<file path="src/rtl/uart_pkg.sv">
// Shared constants and elaboration-time helpers for the UART receive
// sample generator: baud table, NCO step calculation, frame geometry.
package uart_pkg;

  typedef enum logic {
    ST_IDLE = 1'b0,
    ST_RUN  = 1'b1
  } state_e;

  // Data_Bits encoding: 0..3 selects 5..8 data bits.
  typedef enum logic [1:0] {
    DB_5 = 2'd0,
    DB_6 = 2'd1,
    DB_7 = 2'd2,
    DB_8 = 2'd3
  } data_bits_e;

  localparam int DATA_BITS_MIN = 5;
  localparam int NUM_BAUDS     = 8;
  localparam int BAUD_SEL_W    = 3;
  localparam int BIT_IDX_W     = 4;

  // Baud rate selected by Baud_Set.
  function automatic longint unsigned baud_of(input int sel);
    case (sel)
      0:       return 64'd9600;
      1:       return 64'd19200;
      2:       return 64'd38400;
      3:       return 64'd57600;
      4:       return 64'd115200;
      5:       return 64'd230400;
      6:       return 64'd460800;
      default: return 64'd921600;
    endcase
  endfunction

  // Phase increment so that the accumulator overflows os*baud times per
  // second; rounded to nearest to keep the long-run rate unbiased.
  function automatic longint unsigned calc_step(input longint unsigned baud,
                                                input longint unsigned os,
                                                input int unsigned     acc_w,
                                                input longint unsigned sys_hz);
    longint unsigned scale;
    scale = 64'd1 << acc_w;
    return (baud * os * scale + sys_hz / 64'd2) / sys_hz;
  endfunction

  // Bits per frame: start + data + optional parity + one or two stops.
  function automatic logic [BIT_IDX_W-1:0] frame_len(input logic [1:0] db,
                                                     input logic       par,
                                                     input logic       stop2);
    logic [BIT_IDX_W-1:0] len;
    len = 4'd1 + ({2'b00, db} + 4'(DATA_BITS_MIN)) + {3'b000, par} + 4'd1
        + {3'b000, stop2};
    return len;
  endfunction

endpackage

</file>
<file path="src/rtl/uart_rx_sample_gen_if.sv">
// Control/status bundle between the start-edge detector, the sample
// generator and the RX shift/vote logic.
interface uart_rx_sample_gen_if;
  import uart_pkg::*;

  logic [BAUD_SEL_W-1:0] Baud_Set;
  logic [1:0]            Data_Bits;
  logic                  Parity_En;
  logic                  Stop2;
  logic                  Start;
  logic                  Abort;

  logic                  Sample_Tick;
  logic                  Bit_Mid;
  logic [BIT_IDX_W-1:0]  Bit_Idx;
  logic                  Frame_End;
  logic                  Busy;

  // Side that configures and starts frames, and consumes the strobes.
  modport master (
    output Baud_Set, Data_Bits, Parity_En, Stop2, Start, Abort,
    input  Sample_Tick, Bit_Mid, Bit_Idx, Frame_End, Busy
  );

  // The sample generator itself.
  modport slave (
    input  Baud_Set, Data_Bits, Parity_En, Stop2, Start, Abort,
    output Sample_Tick, Bit_Mid, Bit_Idx, Frame_End, Busy
  );
endinterface

</file>
<file path="src/rtl/uart_nco_tick.sv">
// Fractional phase accumulator: adds Step every enabled cycle and emits a
// registered one-cycle Tick on each overflow of the ACC_W-bit phase.
module uart_nco_tick #(
  parameter int ACC_W = 24
) (
  input  logic             Clk,
  input  logic             Rst_n,
  input  logic             Clr,
  input  logic             En,
  input  logic [ACC_W-1:0] Step,
  output logic             Tick
);

  logic [ACC_W-1:0] acc_q, acc_d;
  logic             tick_q, tick_d;

  // Next phase; the bit above the accumulator is the carry-out.
  always_comb begin
    acc_d  = acc_q;
    tick_d = 1'b0;
    if (Clr) begin
      acc_d = '0;
    end else if (En) begin
      {tick_d, acc_d} = {1'b0, acc_q} + {1'b0, Step};
    end
  end

  // Phase and carry registers.
  always_ff @(posedge Clk or negedge Rst_n) begin
    if (!Rst_n) begin
      acc_q  <= '0;
      tick_q <= 1'b0;
    end else begin
      acc_q  <= acc_d;
      tick_q <= tick_d;
    end
  end

  assign Tick = tick_q;

endmodule

</file>
<file path="src/rtl/uart_rx_sample_gen.sv">
// Receive-side sample clock generator: NCO-based oversampling ticks plus
// frame tracking (start, data, parity, stop) with mid-bit strobes.
module uart_rx_sample_gen
  import uart_pkg::*;
#(
  parameter int SYS_CLK_HZ = 50_000_000,
  parameter int OVERSAMPLE = 16,
  parameter int ACC_W      = 24
) (
  input logic                 Clk,
  input logic                 Rst_n,
  uart_rx_sample_gen_if.slave sg_if
);

  localparam int             K_W    = $clog2(OVERSAMPLE);
  localparam logic [K_W-1:0] K_LAST = K_W'(OVERSAMPLE - 1);
  localparam logic [K_W-1:0] K_MID  = K_W'(OVERSAMPLE / 2 - 1);

  // One NCO increment per selectable baud, fixed at elaboration.
  logic [ACC_W-1:0] step_tab [NUM_BAUDS];

  genvar gi;
  generate
    for (gi = 0; gi < NUM_BAUDS; gi++) begin : g_step
      localparam longint unsigned STEP_FULL =
        calc_step(baud_of(gi), longint'(OVERSAMPLE), ACC_W, longint'(SYS_CLK_HZ));
      assign step_tab[gi] = STEP_FULL[ACC_W-1:0];
    end
  endgenerate

  state_e               state_q, state_d;
  logic [ACC_W-1:0]     step_q, step_d;
  logic [BIT_IDX_W-1:0] last_idx_q, last_idx_d;
  logic [BIT_IDX_W-1:0] idx_q, idx_d;
  logic [K_W-1:0]       k_q, k_d;

  logic nco_clr;
  logic nco_en;
  logic nco_tick;
  logic start_ok;
  logic tick_s;
  logic bit_mid_s;
  logic frame_end_s;

  assign nco_en = (state_q == ST_RUN);

  uart_nco_tick #(
    .ACC_W (ACC_W)
  ) u_nco (
    .Clk   (Clk),
    .Rst_n (Rst_n),
    .Clr   (nco_clr),
    .En    (nco_en),
    .Step  (step_q),
    .Tick  (nco_tick)
  );

  // Strobe decode; Abort masks anything still in flight this cycle.
  always_comb begin
    start_ok    = (state_q == ST_IDLE) && sg_if.Start && !sg_if.Abort;
    tick_s      = nco_tick && (state_q == ST_RUN) && !sg_if.Abort;
    bit_mid_s   = tick_s && (k_q == K_MID);
    frame_end_s = bit_mid_s && (idx_q == last_idx_q);
  end

  // Frame FSM and k / bit-index counters. The frame ends at the centre of
  // the last stop bit so the RX can re-arm for a back-to-back start.
  always_comb begin
    state_d    = state_q;
    step_d     = step_q;
    last_idx_d = last_idx_q;
    k_d        = k_q;
    idx_d      = idx_q;
    nco_clr    = 1'b0;

    if (sg_if.Abort) begin
      state_d = ST_IDLE;
      k_d     = '0;
      idx_d   = '0;
      nco_clr = 1'b1;
    end else begin
      case (state_q)
        ST_IDLE: begin
          if (start_ok) begin
            state_d    = ST_RUN;
            step_d     = step_tab[sg_if.Baud_Set];
            last_idx_d = frame_len(sg_if.Data_Bits, sg_if.Parity_En, sg_if.Stop2)
                         - 4'd1;
            k_d        = '0;
            idx_d      = '0;
            nco_clr    = 1'b1;
          end
        end
        ST_RUN: begin
          if (frame_end_s) begin
            state_d = ST_IDLE;
            k_d     = '0;
            idx_d   = '0;
            nco_clr = 1'b1;
          end else if (tick_s) begin
            if (k_q == K_LAST) begin
              k_d   = '0;
              idx_d = idx_q + 4'd1;
            end else begin
              k_d = k_q + 1'b1;
            end
          end
        end
        default: begin
          state_d = ST_IDLE;
          nco_clr = 1'b1;
        end
      endcase
    end
  end

  // State and counter registers.
  always_ff @(posedge Clk or negedge Rst_n) begin
    if (!Rst_n) begin
      state_q    <= ST_IDLE;
      step_q     <= '0;
      last_idx_q <= '0;
      k_q        <= '0;
      idx_q      <= '0;
    end else begin
      state_q    <= state_d;
      step_q     <= step_d;
      last_idx_q <= last_idx_d;
      k_q        <= k_d;
      idx_q      <= idx_d;
    end
  end

  assign sg_if.Sample_Tick = tick_s;
  assign sg_if.Bit_Mid     = bit_mid_s;
  assign sg_if.Frame_End   = frame_end_s;
  assign sg_if.Bit_Idx     = idx_q;
  assign sg_if.Busy        = (state_q == ST_RUN);

endmodule

</file>
<file path="src/flat_wrapper.sv">
// flat-port wrapper written by rule: the top's interface ports become plain ports
module uart_rx_sample_gen_flat import uart_pkg::*;
#(
  parameter int SYS_CLK_HZ = 50_000_000,
  parameter int OVERSAMPLE = 16,
  parameter int ACC_W      = 24
)
  (Clk, Rst_n, sg_if_Baud_Set, sg_if_Data_Bits, sg_if_Parity_En, sg_if_Stop2, sg_if_Start, sg_if_Abort, sg_if_Sample_Tick, sg_if_Bit_Mid, sg_if_Bit_Idx, sg_if_Frame_End, sg_if_Busy);
  uart_rx_sample_gen_if sg_if_i ();
  input logic Clk;
  input logic Rst_n;
  input wire logic [$bits(sg_if_i.Baud_Set)-1:0] sg_if_Baud_Set;
  input wire logic [$bits(sg_if_i.Data_Bits)-1:0] sg_if_Data_Bits;
  input wire logic [$bits(sg_if_i.Parity_En)-1:0] sg_if_Parity_En;
  input wire logic [$bits(sg_if_i.Stop2)-1:0] sg_if_Stop2;
  input wire logic [$bits(sg_if_i.Start)-1:0] sg_if_Start;
  input wire logic [$bits(sg_if_i.Abort)-1:0] sg_if_Abort;
  output wire logic [$bits(sg_if_i.Sample_Tick)-1:0] sg_if_Sample_Tick;
  output wire logic [$bits(sg_if_i.Bit_Mid)-1:0] sg_if_Bit_Mid;
  output wire logic [$bits(sg_if_i.Bit_Idx)-1:0] sg_if_Bit_Idx;
  output wire logic [$bits(sg_if_i.Frame_End)-1:0] sg_if_Frame_End;
  output wire logic [$bits(sg_if_i.Busy)-1:0] sg_if_Busy;
  assign sg_if_i.Baud_Set = sg_if_Baud_Set;
  assign sg_if_i.Data_Bits = sg_if_Data_Bits;
  assign sg_if_i.Parity_En = sg_if_Parity_En;
  assign sg_if_i.Stop2 = sg_if_Stop2;
  assign sg_if_i.Start = sg_if_Start;
  assign sg_if_i.Abort = sg_if_Abort;
  assign sg_if_Sample_Tick = sg_if_i.Sample_Tick;
  assign sg_if_Bit_Mid = sg_if_i.Bit_Mid;
  assign sg_if_Bit_Idx = sg_if_i.Bit_Idx;
  assign sg_if_Frame_End = sg_if_i.Frame_End;
  assign sg_if_Busy = sg_if_i.Busy;
  uart_rx_sample_gen #(.SYS_CLK_HZ(SYS_CLK_HZ), .OVERSAMPLE(OVERSAMPLE), .ACC_W(ACC_W)) u_core (.Clk(Clk), .Rst_n(Rst_n), .sg_if(sg_if_i));
endmodule
</file>
<file path="config.mk">
export PLATFORM = sky130hd
export DESIGN_NAME = uart_rx_sample_gen_flat
export DESIGN_NICKNAME = d
export VERILOG_FILES = /design/src/rtl/uart_pkg.sv /design/src/rtl/uart_rx_sample_gen_if.sv /design/src/rtl/uart_nco_tick.sv /design/src/rtl/uart_rx_sample_gen.sv /design/src/flat_wrapper.sv
export SDC_FILE = /design/constraint.sdc
export NUM_CORES = 1
export LEC_CHECK = 0
export BUFFER_PORTS_ARGS = -buffer_cell sky130_fd_sc_hd__buf_2
export CAP_MARGIN = 40
export CORE_ASPECT_RATIO = 1.2
export CORE_UTILIZATION = 50
export DETAILED_ROUTE_END_ITERATION = 8
export GPL_TIMING_DRIVEN = 0
export PLACE_DENSITY_LB_ADDON = 0.05
export SYNTH_ARGS = -nofsm -noshare
export SYNTH_HDL_FRONTEND = slang
export SYNTH_SLANG_ARGS = --single-unit
export TNS_END_PERCENT = 100
</file>
<file path="constraint.sdc">
create_clock -name Clk -period 3.42 [get_ports Clk]
set_clock_uncertainty 0.05 [all_clocks]
set_input_delay 0.171 -clock Clk [delete_from_list [all_inputs] [get_ports Clk]]
set_output_delay 0.171 -clock Clk [all_outputs]
set_load 0.01 [all_outputs]
</file>
Yosys cells after proc, flatten, opt, wreduce, memory -nomap -nowiden. Memory sizes are Yosys's and may differ from the RTL's. A register that Yosys moved wholly into a read port is not among the register bits. Cells that the tools add are included.

Add/subtract/negate cells: 9. Eq/ne operators: 6. Mux-type cells: 22. Bitwise operators: 3. Reduce and logical (&&, ||, !) cells: 12.

Operators by type and width (count): 24-bit two-way mux (2); 4-bit two-way mux (9); 24-bit by 24-bit adder with 25-bit output (1); 4-bit case mux with 2 select lines (2); 4-bit by 1-bit adder with 4-bit output (second input constant) (3); 4-bit by 1-bit adder with 4-bit output (2); 4-bit inequality test (second input constant) (2); 1-bit two-way mux (7); 1-bit logical AND (6); 3-bit AND reduction (2); 1-bit by 4-bit adder with 4-bit output (first input constant) (1); 2-bit by 3-bit adder with 4-bit output (second input constant) (1); 4-bit by 3-bit == test with 1-bit output (second input constant) (1); 4-bit == test (1); 4-bit == test (second input constant) (1); 3-bit NOT with 4-bit output (1); 1-bit case mux with 2 select lines (2); 4-bit by 1-bit subtractor with 4-bit output (second input constant) (1); 3-bit by 2-bit inequality test with 1-bit output (second input constant) (1); 1-bit zero test (2); 1-bit NOT (2); 2-bit AND reduction (1); 2-bit nonzero test (1).

Register bits after elaboration: 38. Memory bits (read-only): 192. Bits of input ports: 11. Output and inout port bits: 8. Logic and storage cells: 59. Memories kept: 1.

Memories: (name not given) (words 8, bits a word 24, rd ports 1, clocked after memory_dff 1, wr ports 0, line uart_rx_sample_gen.sv:86) `step_d = step_tab[sg_if.Baud_Set];`.

Depth between registers and ports, before layout. Gate-level depths: netlist of run 1.

Depth after elaboration: 8. Gate-level depth with buffers: 9. Depth with buffers taken out: 9.

By module. A second synthesis of run 1 with hierarchy kept.

Cells, all modules: 434. Area, all modules: 3952.5 sq um.

By module, submodules not included: uart_nco_tick (instances 1, cells an instance 241, area each 2113.3 sq um, sequential area each 625.6 sq um); uart_rx_sample_gen (instances 1, cells an instance 193, area each 1839.3 sq um, sequential area each 900.9 sq um).

Least setup slack after synthesis of run 1. Ideal clock, no wire load.

Path type: register to register. From: reg u_core.u_nco.acc_q[0]. To: reg u_core.u_nco.acc_q[20]. Setup time: 124 ps. Data arrival time: 2207 ps. Required time: 3246 ps. Slack: 1040 ps. Stages on the path, launching flop included: 10. Path buffers: 0. Period minus slack after synthesis: 2380 ps. Cell sequence: dfrtp_1 -> ha_1 -> fa_1 -> a21oi_1 -> o211ai_1 -> and2_1 -> a41o_1 -> o41ai_2 -> xor2_1 -> o21ai_1.

Cells in the longest elaborated chain, start to end: 3.

RTL lines: start: declaration (line uart_nco_tick.sv:14) `logic [ACC_W-1:0] acc_q, acc_d;`; start signal: assignment (line uart_nco_tick.sv:31) `acc_q <= '0;`; start signal: assignment (line uart_nco_tick.sv:34) `acc_q <= acc_d;`; 24-bit by 24-bit adder with 25-bit output (line uart_nco_tick.sv:24) `{tick_d, acc_d} = {1'b0, acc_q} + {1'b0, Step};`; 24-bit two-way mux (line uart_nco_tick.sv:23) `end else if (En) begin`; 24-bit two-way mux (line uart_nco_tick.sv:21) `if (Clr) begin`.

No other way between the ends. The select of a mux whose other input is x is not followed. A chain may end at the register's enable or synchronous reset.

Worst setup path in the final report of run 1. Ends and elaborated chain as after synthesis.

==> flow_metrics.env, run 1 <==
export IMPL_die_x_um=82.4
export IMPL_dieArea_um2=8110
export IMPL_worst_setup_path_start_kind="flop"
export IMPL_slew_headroom_pct=45.5
export IMPL_grt_busiest_layer="met2"
export IMPL_dpl_instance_area_um2=4090
export IMPL_timing_final_ws_setup_ps=691
export IMPL_setup_viol=0
export IMPL_drcViolationCount=0
export IMPL_rows=34
export IMPL_multi_input_area_um2=2230
export IMPL_layout_common_cells="nand2_1, dfrtp_1, ha_1, o21ai_0, nor2_1"
export IMPL_root_buffer="clkbuf_8"
export IMPL_final_common_cell="nand2_1"
export IMPL_clkTransAtPathRegs_ps=80
export IMPL_synthFlopType="dfrtp_1"
export IMPL_drt_wl_total_mm=9.25
export IMPL_wl_per_cell_um=16.9
export IMPL_arrival_ps=2900
export IMPL_clk_insertion_delay_late_ps=350
export IMPL_start_util_pct=52.7
export IMPL_leakagePower_nw=2.12
export IMPL_syn_cell_area_um2=3880
export IMPL_nFillCells=669
export IMPL_report_final_hold_viol_count=0
export IMPL_area_delta_synth_final_pct=12.2
export IMPL_setup_tns_ps=0
export IMPL_ys_seq_area_share_pct=39.4
export IMPL_hold_class="in -> reg"
export IMPL_synthArstFlopShare_pct=100
export IMPL_status="finished clean"
export IMPL_synth_edf_count=0
export IMPL_peakVddDrop_v=0.000338
export IMPL_ys_types=59
export IMPL_die_h_um=98.5
export IMPL_via_count=3120
export IMPL_grt_max_degree=32
export IMPL_final_cell_area_um2=4350
export IMPL_cts_tree="yes"
export IMPL_core_area_um2=7360
export IMPL_fin_crit_sh_pct=79.8
export IMPL_htree_levels=3
export IMPL_place_port_buffers=17
export IMPL_synth_seq_cells=61
export IMPL_ios=19
export IMPL_syn_instance_count=421
export IMPL_cts_sinks=61
export IMPL_critPathKind="reg -> reg"
export IMPL_gp_congestion=0.870
export IMPL_synth_nets=468
export IMPL_grt_usage_pct=25.5
export IMPL_dp_slack_ps=757
export IMPL_drive_gt1_share_pct=13.8
export IMPL_power_w=0.00243
export IMPL_seqCellArea_um2=1530
export IMPL_fmax_mhz=366
export IMPL_avgSynthCellArea_um2=9.21
export IMPL_gr_usage_met3_pct=5.93
export IMPL_final_nets=498
export IMPL_grt_pass1_vias=3093
export IMPL_antennaDiodeCount=0
export IMPL_first_pass_iters=4
export IMPL_yosysWarnings=0
export IMPL_overflow=0
export IMPL_fin_crit_ps=2730
export IMPL_power_density_nw_per_um2=558
export IMPL_antenna_found_initial=0
export IMPL_clockBufferDepth=2
export IMPL_antenna_left=0
export IMPL_end_kind="flop"
export IMPL_drv_slew=0
export IMPL_rsz0062_at_grt="no"
export IMPL_worst_slew_pin_slew_ps=811
export IMPL_grt_pass1_wl_mm=15.2
export IMPL_required_ps=3590
export IMPL_dpl_hpwl_mm=6.77
export IMPL_hold_ws_ps=128
export IMPL_cts_buffers=9
export IMPL_grtUsageMet2_pct=42.2
export IMPL_cts_resized=0
export IMPL_via_per_inst=5.71
export IMPL_drt_iter0_drc=117
export IMPL_use_met1_pct=32.4
export IMPL_worstPathMaxFanout=3
export IMPL_maxCapViolCount=0
-- worst max-delay path, stage by stage, from the launching register on --
cell and delay [ps]:
dfrtp_1 390, ha_1 230, fa_1 420, a21oi_1 250
o211ai_1 200, and2_1 230, a41o_1 300, o41ai_2 300
xor2_1 170, o21ai_1 70
-- cells in the mapped netlist, drive strengths merged, types with 5 or more instances --
cell / count / area (um^2)
nand2: 63 / 239
dfrtp: 61 / 1530
o21ai: 39 / 203
ha: 34 / 425
a21oi: 29 / 168
nor2: 28 / 105
inv: 16 / 60.1
nor3: 12 / 70.1
xnor2: 12 / 105
a21o: 11 / 82.6
xor2: 11 / 96.3
clkbuf: 10 / 37.5
nand3: 7 / 35.0
a211oi: 6 / 50.1
a22o: 6 / 52.6
a31oi: 6 / 37.5
and3: 5 / 33.8
buf: 5 / 23.8
o31ai: 5 / 42.5
-- cell families (layout without fill, tap and decap cells) --
| group | after synthesis | after routing | share of synthesized area (%) |
|---|---|---|---|
| xor+xnor | 23 | 23 | 5.20 |
| flops | 61 | 61 | 39.4 |
| mux | 6 | 6 | 1.65 |
| simple gates | 139 | 139 | 16.6 |
| fa+ha+maj | 36 | 36 | 12.0 |
| compound gates | 125 | 125 | 22.0 |
| buf+inv | 31 | 66 | 3.13 |
-- through the flow --
step	utilization [%]	cells
after floorplan	-	421
after CTS	59.1	546
after detailed placement	55.6	529
after global placement	55.4	528
after global routing	59.1	546
final	59.1	546
-- report_power, final --
group	internal [W]	switching [W]	total [W]
clock	0.000489	0.000297	0.000786
combinational	0.000303	0.000430	0.000733
sequential	0.000826	0.0000805	0.000906
-- layer usage --
metal  vias up  share of wire (%)  routed length [um]
met5         -                  0                   0
met4         0                1.4                 133
met3         9                2.8                 255
met2        49                 49                4510
met1      1489                 47                4350
li1       1573                  -                   -
-- path summary, 6_finish.rpt --
check / startpoint / to / slack, ps / cells past startpoint
max: u_core.u_nco.acc_q[0]$_DFFE_PN0P_ / u_core.u_nco.acc_q[20]$_DFFE_PN0P_ / 690 / 9
min: sg_if_Data_Bits[1] / u_core.last_idx_q[1]$_DFFE_PN0P_ / 130 / 4
max reg2reg: u_core.u_nco.acc_q[0]$_DFFE_PN0P_ / u_core.u_nco.acc_q[20]$_DFFE_PN0P_ / 690 / 9
min reg2reg: u_core.step_q[22]$_DFFE_PN0P_ / u_core.step_q[22]$_DFFE_PN0P_ / 430 / 2
max in group asynchronous: Rst_n / u_core.step_q[6]$_DFFE_PN0P_ / 2300 / 3
min in group asynchronous: Rst_n / u_core.last_idx_q[0]$_DFFE_PN0P_ / 380 / 2
-- what timing repair did --
action                                 4_1_cts  5_1_grt
endpoints found under the hold margin       30        0
hold buffers                                 1        0
buffers inserted                             0        0
-- final cells by class --
class | instances | area share (%)
clock buffer | 13 | 4.12
timing repair buffer | 19 | 2.65
sequential | 61 | 35.1
inverter | 16 | 1.38
buffer | 15 | 1.41
multi-input combinational | 329 | 51.3
tap | 90 | 2.59
clock inverter | 3 | 1.50
-- registers in the layout (all words and copies together) (netlist names) --
register,cells
u_core.step_q,23
u_core.sg_if.Busy,1
u_core.u_nco.acc_q,24
u_core.last_idx_q,4
u_core.k_q,4
u_core.u_nco.Tick,1
u_core.sg_if.Bit_Idx,4
(Power assumes the default switching activity.)
==> run 2: changes to the inputs <==
==> constraint.sdc (replaced) <==
create_clock -name Clk -period 2.5 [get_ports Clk]
set_clock_uncertainty 0.05 [all_clocks]
set_input_delay 0.125 -clock Clk [delete_from_list [all_inputs] [get_ports Clk]]
set_output_delay 0.125 -clock Clk [all_outputs]
set_load 0.01 [all_outputs]
==> run 2 against run 1 <==
Non-clock buffer count is 4 higher; first-iteration DRC count is 6.8% higher; clock-buffer cell count stayed put; worst setup slack worse by 620 ps; sequential cell count stayed put; via count is 0.83% higher; highest routed layer unchanged.
==> flow_metrics.env, run 2 (synthesis gave the netlist of run 1 again) <==
export IMPL_status="finished clean"
export IMPL_slew_headroom_pct=47.3
export IMPL_die_x_um=82.4
export IMPL_critPathKind="reg -> reg"
export IMPL_overflow=0
export IMPL_timing_final_ws_setup_ps=71.2
export IMPL_area_delta_synth_final_pct=14.1
export IMPL_largest_reg_flops=24
export IMPL_rows=34
export IMPL_leakagePower_nw=2.14
export IMPL_antennaDiodeCount=0
export IMPL_root_buffer="clkbuf_8"
export IMPL_start_util_pct=52.7
export IMPL_drive_gt1_share_pct=15.9
export IMPL_dp_slack_ps=-163
export IMPL_clockBufferDepth=2
export IMPL_slowest_stage="dfrtp_1"
export IMPL_drt_wl_total_mm=9.38
export IMPL_dieArea_um2=8110
export IMPL_largest_register="u_core.u_nco.acc_q"
export IMPL_antenna_found_initial=0
export IMPL_final_nets=502
export IMPL_worstPathMaxFanout=3
export IMPL_cts_buffers=9
export IMPL_gp_congestion=0.870
export IMPL_first_pass_iters=4
export IMPL_reg_largest_list="u_core.u_nco.acc_q x24, u_core.step_q x23"
export IMPL_fmax_mhz=412
export IMPL_rsz0062_at_grt="yes"
export IMPL_pwr_share_comb_pct=31.3
export IMPL_required_ps=2680
export IMPL_peakVddDrop_v=0.000464
export IMPL_die_h_um=98.5
export IMPL_drcViolationCount=0
export IMPL_maxCapViolCount=0
export IMPL_drt_iter0_drc=125
export IMPL_via_count=3146
export IMPL_final_common_cell="nand2_1"
export IMPL_sw_frac_of_total_pct=33.5
export IMPL_cts_sinks=61
export IMPL_via_per_inst=5.72
export IMPL_slowest_delay_ps=390
export IMPL_end_kind="flop"
export IMPL_drv_slew=0
export IMPL_fin_crit_sh_pct=97.2
export IMPL_htree_levels=3
export IMPL_fin_crit_ps=2430
export IMPL_antenna_left=0
export IMPL_crit_family="compound AO/OA/AOI/OAI gates"
export IMPL_clk_insertion_delay_late_ps=350
export IMPL_dpl_hpwl_mm=6.77
export IMPL_cts_tree="yes"
export IMPL_clkTransAtPathRegs_ps=80
export IMPL_setup_viol=0
export IMPL_grt_max_degree=32
export IMPL_ios=19
export IMPL_worst_path_buf_inv=0
export IMPL_path_cells="ha_2, fa_2, a21oi_2, o211ai_1, and2_4, a41o_4, o41ai_4, xor2_1, o21ai_1"
export IMPL_arrival_ps=2610
export IMPL_worst_slew_pin_slew_ps=785
export IMPL_grt_pass1_vias=3130
export IMPL_clkPwrFrac_pct=31.9
export IMPL_hold_class="in -> reg"
export IMPL_core_area_um2=7360
export IMPL_place_port_buffers=17
export IMPL_layout_common_cells="nand2_1, dfrtp_1, ha_1, o21ai_0, nor2_1"
export IMPL_grt_usage_pct=25.9
export IMPL_intPower_w=0.00224
export IMPL_report_final_hold_viol_count=0
export IMPL_switchingPower_w=0.00113
export IMPL_wl_per_cell_um=17.1
export IMPL_power_density_nw_per_um2=762
export IMPL_seq_power_share_pct=36.8
export IMPL_worst_setup_path_start_kind="flop"
export IMPL_grt_pass1_wl_mm=15.4
export IMPL_final_util_pct=60.1
run 2: what timing repair did:
action / 4_1_cts / 5_1_grt
endpoints found under the setup margin: 5 / 7
hold buffers: 1 / 0
gates resized for setup: 5 / 3
buffers inserted: 3 / 1
pin swaps: 4 / 5
hold endpoints to repair: 30 / 0
run 2: through the flow:
step / TNS [ps] / instance area (um^2) / total power, W / instances / hold WS [ps]
after floorplan: 0 / 3880 / 0.00200 / 421 / -221
after global placement: -642 / 4070 / 0.00222 / 528 / 418
after detailed placement: -637 / 4090 / 0.00225 / 529 / 191
after CTS: 0 / 4400 / 0.00337 / 549 / 75.5
after global routing: -36.5 / 4420 / 0.00358 / 550 / 102
final: 0 / 4420 / 0.00337 / 550 / 79.6
run 2: metal layers:
layer,track usage [%],up-vias,part of all wire [%]
met2,43.6,58,50
met3,5.93,9,3.3
met5,0,-,0
met4,8.10,0,1.2
li1,-,1571,-
met1,32.4,1508,45
run 2: power groups by stage:
stage	clock (W)	combinational, W	sequential [W]
5_1_grt	0.00113	0.00119	0.00126
2_1_floorplan	0	0.000781	0.00122
3_5_place_dp	0	0.000990	0.00126
3_3_place_gp	0	0.000969	0.00125
6_report	0.00108	0.00105	0.00124
4_1_cts	0.00109	0.00104	0.00124
run 2: layout make-up:
| cell class | instances | area, um^2 |
|---|---|---|
| inverter | 16 | 60.1 |
| timing repair buffer | 23 | 145 |
| clock inverter | 3 | 65.1 |
| clock buffer | 13 | 179 |
| buffer | 15 | 61.3 |
| fill | 662 | 2940 |
| multi-input combinational | 329 | 2270 |
| tap | 90 | 113 |
| sequential | 61 | 1530 |
run 2: worst reg2reg max path, delay by kind of cell, from the launching register on:
| kind | cells | cell delay, ps |
|---|---|---|
| simple gates | 1 | 200 |
| fa+ha+maj | 2 | 590 |
| xor+xnor | 1 | 170 |
| compound gates | 5 | 930 |
| flops | 1 | 390 |
run 2: path summary, 6_finish.rpt:
check	slack, ps	cells after the start	endpoint	startpoint
max in group asynchronous	1420	3	u_core.step_q[5]$_DFFE_PN0P_	Rst_n
worst max register to register	70	9	u_core.u_nco.acc_q[20]$_DFFE_PN0P_	u_core.u_nco.acc_q[0]$_DFFE_PN0P_
worst max-delay path	70	9	u_core.u_nco.acc_q[20]$_DFFE_PN0P_	u_core.u_nco.acc_q[0]$_DFFE_PN0P_
worst min register to register	430	2	u_core.step_q[22]$_DFFE_PN0P_	u_core.step_q[22]$_DFFE_PN0P_
worst min-delay path	80	4	u_core.last_idx_q[1]$_DFFE_PN0P_	sg_if_Data_Bits[1]
min in group asynchronous	340	2	u_core.last_idx_q[0]$_DFFE_PN0P_	Rst_n
